$ cat config.mk
export PLATFORM = sky130hd
export DESIGN_NAME = argmax_onehot_enc
export DESIGN_NICKNAME = d
export VERILOG_FILES = /design/src/rtl/argmax_onehot_enc_pkg.sv /design/src/rtl/argmax_cmp.sv /design/src/rtl/argmax_onehot_enc.sv
export SDC_FILE = /design/constraint.sdc
export NUM_CORES = 1
export LEC_CHECK = 0
export BUFFER_PORTS_ARGS = -buffer_cell sky130_fd_sc_hd__clkbuf_2
export CAP_MARGIN = 5
export CELL_PAD_IN_SITES_DETAIL_PLACEMENT = 1
export CELL_PAD_IN_SITES_GLOBAL_PLACEMENT = 2
export CORE_MARGIN = 2
export CORE_UTILIZATION = 36
export CTS_CLUSTER_SIZE = 40
export DETAILED_ROUTE_END_ITERATION = 8
export PLACE_DENSITY = 0.82
export SLEW_MARGIN = 20
export SYNTH_ARGS = -nofsm -noshare
export SYNTH_HDL_FRONTEND = slang
export SYNTH_SLANG_ARGS = --single-unit
$ cat constraint.sdc
create_clock -name clk -period 7.9 [get_ports clk]
set_input_delay 1.58 -clock clk [delete_from_list [all_inputs] [get_ports clk]]
set_output_delay 1.58 -clock clk [all_outputs]
set_load 0.01 [all_outputs]
$ cat src/rtl/argmax_onehot_enc_pkg.sv
// Shared definitions for the classifier output-stage argmax encoder.
// Latency: n/a. Backpressure: n/a.
package argmax_onehot_enc_pkg;

    localparam int DEF_WIDTH = 8;
    localparam int DEF_N     = 10;

    typedef enum logic [1:0] {
        IDLE = 2'd0,
        SCAN = 2'd1,
        FIN  = 2'd2
    } state_t;

    // Index width for N classes; never returns less than 1 so N==1 still has a port.
    function automatic int clog2_f(input int val);
        int r = 1;
        while ((1 << r) < val) r = r + 1;
        return r;
    endfunction

endpackage

$ cat src/rtl/argmax_cmp.sv
// Signed candidate-versus-best compare for the argmax scan.
// Latency: combinational. Backpressure: none.
module argmax_cmp
    import argmax_onehot_enc_pkg::*;
#(
    parameter int WIDTH = DEF_WIDTH,
    parameter int IDXW  = clog2_f(DEF_N)
) (
    input  logic signed [WIDTH-1:0] cand_val,
    input  logic        [IDXW-1:0]  cand_idx,
    input  logic signed [WIDTH-1:0] best_val,
    input  logic        [IDXW-1:0]  best_idx,
    output logic                    gt,
    output logic signed [WIDTH-1:0] nxt_val,
    output logic        [IDXW-1:0]  nxt_idx
);

    // Strictly greater keeps the earlier (lower) index on ties.
    assign gt      = cand_val > best_val;
    assign nxt_val = gt ? cand_val : best_val;
    assign nxt_idx = gt ? cand_idx : best_idx;

endmodule

$ cat src/rtl/argmax_onehot_enc.sv
// Sequential argmax over N signed neuron outputs -> onehot, index and winning value.
// Latency: done N cycles after the accepting edge; one result per N cycles with start held.
// Backpressure: start is only accepted in IDLE or FIN; requests during SCAN are dropped.
module argmax_onehot_enc
    import argmax_onehot_enc_pkg::*;
#(
    parameter int WIDTH = DEF_WIDTH,
    parameter int N     = DEF_N,
    parameter int IDXW  = clog2_f(N)
) (
    input  logic                 clk,
    input  logic                 rst,
    input  logic                 start,
    input  logic [N*WIDTH-1:0]   Y,
    output logic                 ack,
    output logic                 done,
    output logic                 busy,
    output logic [N-1:0]         onehot,
    output logic [IDXW-1:0]      idx,
    output logic [WIDTH-1:0]     max_val
);

    state_t                   state_q, state_d;
    logic [N*WIDTH-1:0]       y_q, y_d;
    logic signed [WIDTH-1:0]  best_val_q, best_val_d;
    logic [IDXW-1:0]          best_idx_q, best_idx_d;
    logic [IDXW-1:0]          cnt_q, cnt_d;
    logic [N-1:0]             onehot_q, onehot_d;
    logic [IDXW-1:0]          idx_q, idx_d;
    logic signed [WIDTH-1:0]  max_val_q, max_val_d;
    logic                     ack_q, ack_d;
    logic                     done_q, done_d;
    logic                     busy_q, busy_d;

    logic                     accept;
    logic signed [WIDTH-1:0]  cand_val;
    logic                     cand_gt;
    logic signed [WIDTH-1:0]  nxt_val;
    logic [IDXW-1:0]          nxt_idx;

    // FIN accepts too, so a held start chains scans without an IDLE bubble.
    assign accept = start && ((state_q == IDLE) || (state_q == FIN));

    always_comb begin
        cand_val = y_q[WIDTH-1:0];
        for (int i = 1; i < N; i++) begin
            if (cnt_q == IDXW'(i)) cand_val = y_q[i*WIDTH +: WIDTH];
        end
    end

    argmax_cmp #(
        .WIDTH (WIDTH),
        .IDXW  (IDXW)
    ) u_cmp (
        .cand_val (cand_val),
        .cand_idx (cnt_q),
        .best_val (best_val_q),
        .best_idx (best_idx_q),
        .gt       (cand_gt),
        .nxt_val  (nxt_val),
        .nxt_idx  (nxt_idx)
    );

    always_comb begin
        state_d = state_q;
        case (state_q)
            IDLE:    state_d = IDLE;
            SCAN:    if (cnt_q == IDXW'(N-1)) state_d = FIN;
            FIN:     state_d = IDLE;
            default: state_d = IDLE;
        endcase
        if (accept) state_d = (N == 1) ? FIN : SCAN;
    end

    always_comb begin
        y_d        = y_q;
        best_val_d = best_val_q;
        best_idx_d = best_idx_q;
        cnt_d      = cnt_q;
        onehot_d   = onehot_q;
        idx_d      = idx_q;
        max_val_d  = max_val_q;

        if (state_q == SCAN) begin
            if (cand_gt) begin
                best_val_d = nxt_val;
                best_idx_d = nxt_idx;
            end
            cnt_d = cnt_q + IDXW'(1);
        end

        // Publish from the current best even if a new request reloads it on the same edge.
        if (state_q == FIN) begin
            for (int i = 0; i < N; i++) begin
                onehot_d[i] = (best_idx_q == IDXW'(i));
            end
            idx_d     = best_idx_q;
            max_val_d = best_val_q;
        end

        if (accept) begin
            y_d        = Y;
            best_val_d = Y[WIDTH-1:0];
            best_idx_d = '0;
            cnt_d      = IDXW'(1);
        end
    end

    always_comb begin
        ack_d  = accept;
        done_d = (state_q == FIN);
        busy_d = (state_d == SCAN);
    end

    always_ff @(posedge clk or posedge rst) begin
        if (rst) begin
            state_q    <= IDLE;
            y_q        <= '0;
            best_val_q <= '0;
            best_idx_q <= '0;
            cnt_q      <= '0;
            onehot_q   <= '0;
            idx_q      <= '0;
            max_val_q  <= '0;
            ack_q      <= 1'b0;
            done_q     <= 1'b0;
            busy_q     <= 1'b0;
        end else begin
            state_q    <= state_d;
            y_q        <= y_d;
            best_val_q <= best_val_d;
            best_idx_q <= best_idx_d;
            cnt_q      <= cnt_d;
            onehot_q   <= onehot_d;
            idx_q      <= idx_d;
            max_val_q  <= max_val_d;
            ack_q      <= ack_d;
            done_q     <= done_d;
            busy_q     <= busy_d;
        end
    end

    assign ack     = ack_q;
    assign done    = done_q;
    assign busy    = busy_q;
    assign onehot  = onehot_q;
    assign idx     = idx_q;
    assign max_val = max_val_q;

endmodule
==> Word-level counts from Yosys, hierarchy flattened <==
Index checks and enable logic that the tools add are counted.
W data, S select, Z words.
{ "op_classes": {"bitwise_logic": 0, "n_mux": 20, "magnitude_cmp": 1, "shifts": 0, "n_addsub": 1, "n_mul": 0, "n_div": 0, "eq_ne": 21, "n_reduce_logical": 7} }
{ "op_table": {"columns": ["operator", "count"], "rows": [
  ["$mux W8", 12],
  ["$eq A4 B3 Y1 const B", 8],
  ["$mux W4", 5],
  ["$eq A4 B2 Y1 const B", 4],
  ["$eq A4 B4 Y1 const B", 4],
  ["$eq A4 B1 Y1 const B", 2],
  ["$gt A8 B8 Y1", 1],
  ["$mux W2", 3],
  ["$add A4 B1 Y4 const B", 1],
  ["$eq A2 B1 Y1 const B", 2],
  ["$logic_not A4 Y1", 1],
  ["$reduce_bool A2 Y1", 2],
  ["$eq A2 B2 Y1 const B", 1],
  ["$logic_not A2 Y1", 1],
  ["$reduce_and A2 Y1", 1],
  ["$logic_and A1 B1 Y1", 1],
  ["$logic_or A1 B1 Y1", 1]
]} }
{ "word_totals": {"latchBits": 0, "mem_bits_rw": 0, "in_bits": 83, "rom_bits": 0, "reg_bits": 123, "output_inout_bits": 25, "n_memories": 0, "word_cells": 61} }

==> Longest topological paths before layout <==
{ "depth": {"word_depth": 14, "ltp_mapped": 18} }

==> Cells and area by module <==
Synthesis repeated with hierarchy kept, for this count alone.
{ "hier_totals": {"cells_unflattened": 692, "hier_area_um2": 6184.7} }
{ "by_module_without_submodules": {"columns": ["mod", "area_per_inst_um2", "cells_per_inst", "n_inst"], "rows": [
  ["argmax_onehot_enc", 5808.1, 647, 1],
  ["argmax_cmp", 376.6, 45, 1]
]} }

==> Least setup slack after synthesis <==
No wires, ideal clock.
{ "synth_timing": {"path_type": "reg2reg", "from": "reg cnt_q[0]", "to": "reg best_val_q[1]", "synth_period_minus_slack_ns": 3.290, "path_slack_ns": 4.610, "arrival_ns": 3.167, "path_stages_with_launch": 16, "setup_time_ns": 0.123, "t_required_ns": 7.777, "path_cell_list": "dfrtp_1 > inv_1 > ha_1 > buf_6 > buf_6 > o21a_1 > o211ai_1 > a221oi_1 > a221o_1 > ha_1 > o211ai_1 > a21oi_1 > o2111a_1 > o21a_1 > or2_2 > o221a_2"} }
{ "synth_via": {"elab_chain_len": 13} }
{ "synth_lines": {"columns": ["element", "line_no", "text"], "rows": [
  ["start, declared", "argmax_onehot_enc.sv:27", "logic [IDXW-1:0] cnt_q, cnt_d;"],
  ["start signal, assigned", "argmax_onehot_enc.sv:133", "cnt_q <= cnt_d;"],
  ["$eq A4 B1 Y1", "argmax_onehot_enc.sv:47", "if (cnt_q == IDXW'(i)) cand_val = y_q[i*WIDTH +: WIDTH];"],
  ["$mux W8 (8 in a row)", "argmax_onehot_enc.sv:47", null],
  ["$mux W8 (*)", "argmax_onehot_enc.sv:47", null],
  ["$gt A8 B8 Y1 / $mux W8 (equally long branches)", "argmax_cmp.sv:19, argmax_onehot_enc.sv:85", null],
  ["$reduce_bool A2 Y1 (no line) / $mux W8 (equally long branches)", null, null],
  ["$reduce_and A2 Y1 (no line) / $mux W8 (equally long branches)", null, null],
  ["end signal, assigned", "argmax_onehot_enc.sv:131", "best_val_q <= best_val_d;"],
  ["end, declared", "argmax_onehot_enc.sv:25", "logic signed [WIDTH-1:0] best_val_q, best_val_d;"]
]} }
Every way passes the cells marked *; elsewhere a longest branch is shown, timed or not. The select of a mux whose other input is x is not followed.
A chain may end at the register's enable or synchronous reset.

==> Final worst setup path <==
Same ends and word-level chain as after synthesis.

==> flow_summary.json <==
{
  "outcome": "finished, final reports clean",
  "synth_top_family_by_area": "simple AND/OR/NAND/NOR gates",
  "drtIter0Drc": 200,
  "min_period_ns": 4.234,
  "dp_hpwl_um": 12650,
  "final_area_um2": 7258,
  "grt_usage_pct": 21.20,
  "via_count": 5149,
  "slowest_stage": "ha_1",
  "nFillCells": 1983,
  "fin_nets": 880,
  "rsz0062_at_grt": "false",
  "tightest_slew_ns": 0.9002,
  "crit_fanout": 17,
  "fmax_mhz": 236.2,
  "syn-num-nets": 789,
  "final_util_pct": 44.24,
  "critPathMostFrequentCell": "a21oi_1",
  "die_height_um": 132.8,
  "drv_cap": 0,
  "grt_pass1_vias": 5526,
  "cts.path.max_buffers": 2,
  "cts_setup_buffers": 0,
  "power.density_nw_per_um2": 461.0,
  "cts.repair.resized": 0,
  "core_area_um2": 16410,
  "worstSetupPathType": "register to register",
  "synth_most_common_cell": "nand2_1",
  "max_stage_delay_ns": 0.56,
  "timing.hold.ws_ns": 0.4758,
  "synth-async-reset-ratio_pct": 100.0,
  "numCtsBuffers": 17,
  "dieArea_um2": 17640,
  "placedCellCount": 985,
  "regArea_um2": 3078,
  "finalPower_mw": 3.346,
  "syn_area_um2": 5974,
  "synthToLayoutAreaGrowth_pct": 21.49,
  "synth-compound-area-share_pct": 14.51,
  "layout-drive-gt1-share_pct": 20.80,
  "final-instance-count-excl-fill": 1018,
  "portBuffers": 107,
  "drcViolationCount": 0,
  "gp_congestion": 0.9143,
  "crit_required_ns": 8.20,
  "synth_edf_count": 0,
  "cts_tree": "yes",
  "hold_class": "register to register",
  "synthAdderAreaFrac_pct": 2.513,
  "grt_max_degree": 84,
  "cp-start-kind": "register",
  "synthSimpleGateAreaFrac_pct": 25.88,
  "ys_seq_elements": 123,
  "r2r_slack_ns": 3.67,
  "synth_xor_area_share_pct": 0,
  "finalMaxSlewViolations": 0,
  "via_per_inst": 5.058,
  "holdCritStartpoint": "y_q[62]",
  "cts-hold-fix-buffers": 0,
  "cts_root_buf": "clkbuf_16",
  "clkTransAtPathRegs_ns": 0.06,
  "worstPathCellList": "inv_1, ha_1, nand2_1, a21oi_1, a21oi_1, a221oi_1, a221o_1, ha_1, o211ai_1, a21oi_1, o2111a_1, o21a_1, or2_2, o221a_2",
  "synth_ff_type": "dfrtp_1",
  "post-route-period-util_pct": 53.59,
  "die_w_um": 132.8,
  "clk_latency_ns": 0.42,
  "synth.distinct_cells": 59,
  "htree_levels": 4,
  "synth_top_area_cell": "dfrtp_1",
  "power.leakage_nw": 3.698,
  "syn-mean-instance-area_um2": 8.609,
  "final.setup_skew_ns": 0.01021,
  "hold_viol": 0,
  "grt_overflow": 0,
  "yosys.area.top_type_share_pct": 51.52,
  "synth-seq-area-share_pct": 51.52,
  "cts_sinks": 123,
  "synth_commonest_cells": "nand2_1 (285), dfrtp_1 (123), o21ai_0 (29), nor2_1 (24), clkbuf_1 (20)",
  "multi_input_area_um2": 2623,
  "synth_cells": 694,
  "yosys-top-cells-area": "dfrtp_1 (52%), nand2_1 (18%), ha_1 (2.5%)",
  "first_pass_iters": 5,
  "antenna_found_initial": 0,
  "crit_path_end_kind": "register",
  "slew_headroom_pct": 39.99,
  "tns_ns": 0,
  "wl_um": 17680,
  "finalSetupViolations": 0,
  "ys.warnings.count": 0,
  "num_rows": 47,
  "grt_pass1_wl_um": 28910,
  "yosys-mux-area-fraction_pct": 0.9005,
  "pre_cts_ws_ns": 3.329,
  "arrival_ns": 4.54,
  "post_dp_cell_area_um2": 6633,
  "start_util_pct": 36.41,
  "ios": 108,
  "wl_per_cell_um": 17.36,
  "max-vdd-ir-drop_v": 0.0001879,
  "startpoint": "cnt_q[0]",
  "antenna_left": 0,
  "r2r-start": "cnt_q[0]",
  "n_antenna_cell": 0,
  "setup_slack_ns": 3.666
}
-- worst paths after layout --
check                           endpoint  depth (start not counted)
min in group asynchronous        y_q[68]                          2
setup reg to reg           best_val_q[1]                         14
hold / removal                   y_q[62]                          2
max in group asynchronous        y_q[15]                          4
hold reg to reg                  y_q[62]                          2
setup / recovery           best_val_q[1]                         14
-- worst max-delay path, delay by kind of cell, from the launching register on --
kind	cells	cell delay [ns]
flip-flops	1	0.46
buffers and inverters	1	0.12
AO/OA/AOI/OAI	9	2.12
AND/OR/NAND/NOR	2	0.60
adder cells (fa/ha/maj)	2	0.81
-- state kept, by name, indices dropped and copies added, names as in the netlist, 2 cells and up --
name and flops:
y_q 80, state_q 2, max_val 8, best_val_q 8, cnt_q 4, onehot 10
idx 4, best_idx_q 4
-- kinds of logic (layout without fill, tap and decap cells) --
family | after synthesis | in the layout
AOI/OAI and AO/OA | 123 | 123
adders and majority gates | 12 | 12
buffers and inverters | 62 | 166
DFF | 123 | 123
muxes | 5 | 5
and+or+nand+nor | 369 | 369
-- cells in the final DEF, fill, tap and decap left out, drive strengths merged, types with 3 or more instances in the layout --
| cell type | n |
|---|---|
| mux2 | 3 |
| o22ai | 9 |
| clkinv | 5 |
| nor2b | 17 |
| nand2 | 285 |
| nor2 | 25 |
| a21o | 6 |
| o211ai | 7 |
| o41ai | 4 |
| o21ai | 33 |
| a221o | 3 |
| ha | 12 |
| dfrtp | 123 |
| a22oi | 3 |
| o31ai | 10 |
| nand3 | 6 |
| nor3b | 8 |
| nand3b | 5 |
| a21oi | 18 |
| clkinvlp | 5 |
| a22o | 5 |
| nand2b | 11 |
| clkbuf | 126 |
| o221a | 3 |
| nor3 | 5 |
| buf | 7 |
| inv | 21 |
-- where the power goes --
part	switching [mW]	leakage [nW]	internal (mW)	total, mW
Clock	0.297	0.278	0.482	0.779
Sequential	0.221	1.56	0.907	1.13
Combinational	0.874	1.86	0.565	1.44
Total	1.39	3.70	1.95	3.35
-- metal layers --
layer	share of wire, %	vias up	global-route usage, %
met4	1.9	0	8.124
li1	-	2492	-
met1	47	2515	27.90
met3	3.9	20	4.444
met5	0	-	0
met2	47	122	34.46
-- cell type report --
cell class	count	area share (%)
inverters	20	1.086
clock buffers	19	6.240
multi-input cells	509	36.13
well taps	220	3.792
flip-flops and latches	123	42.41
clock inverters	13	1.965
repair buffers	114	8.378
Note: power is estimated with default switching activity, not from simulation.
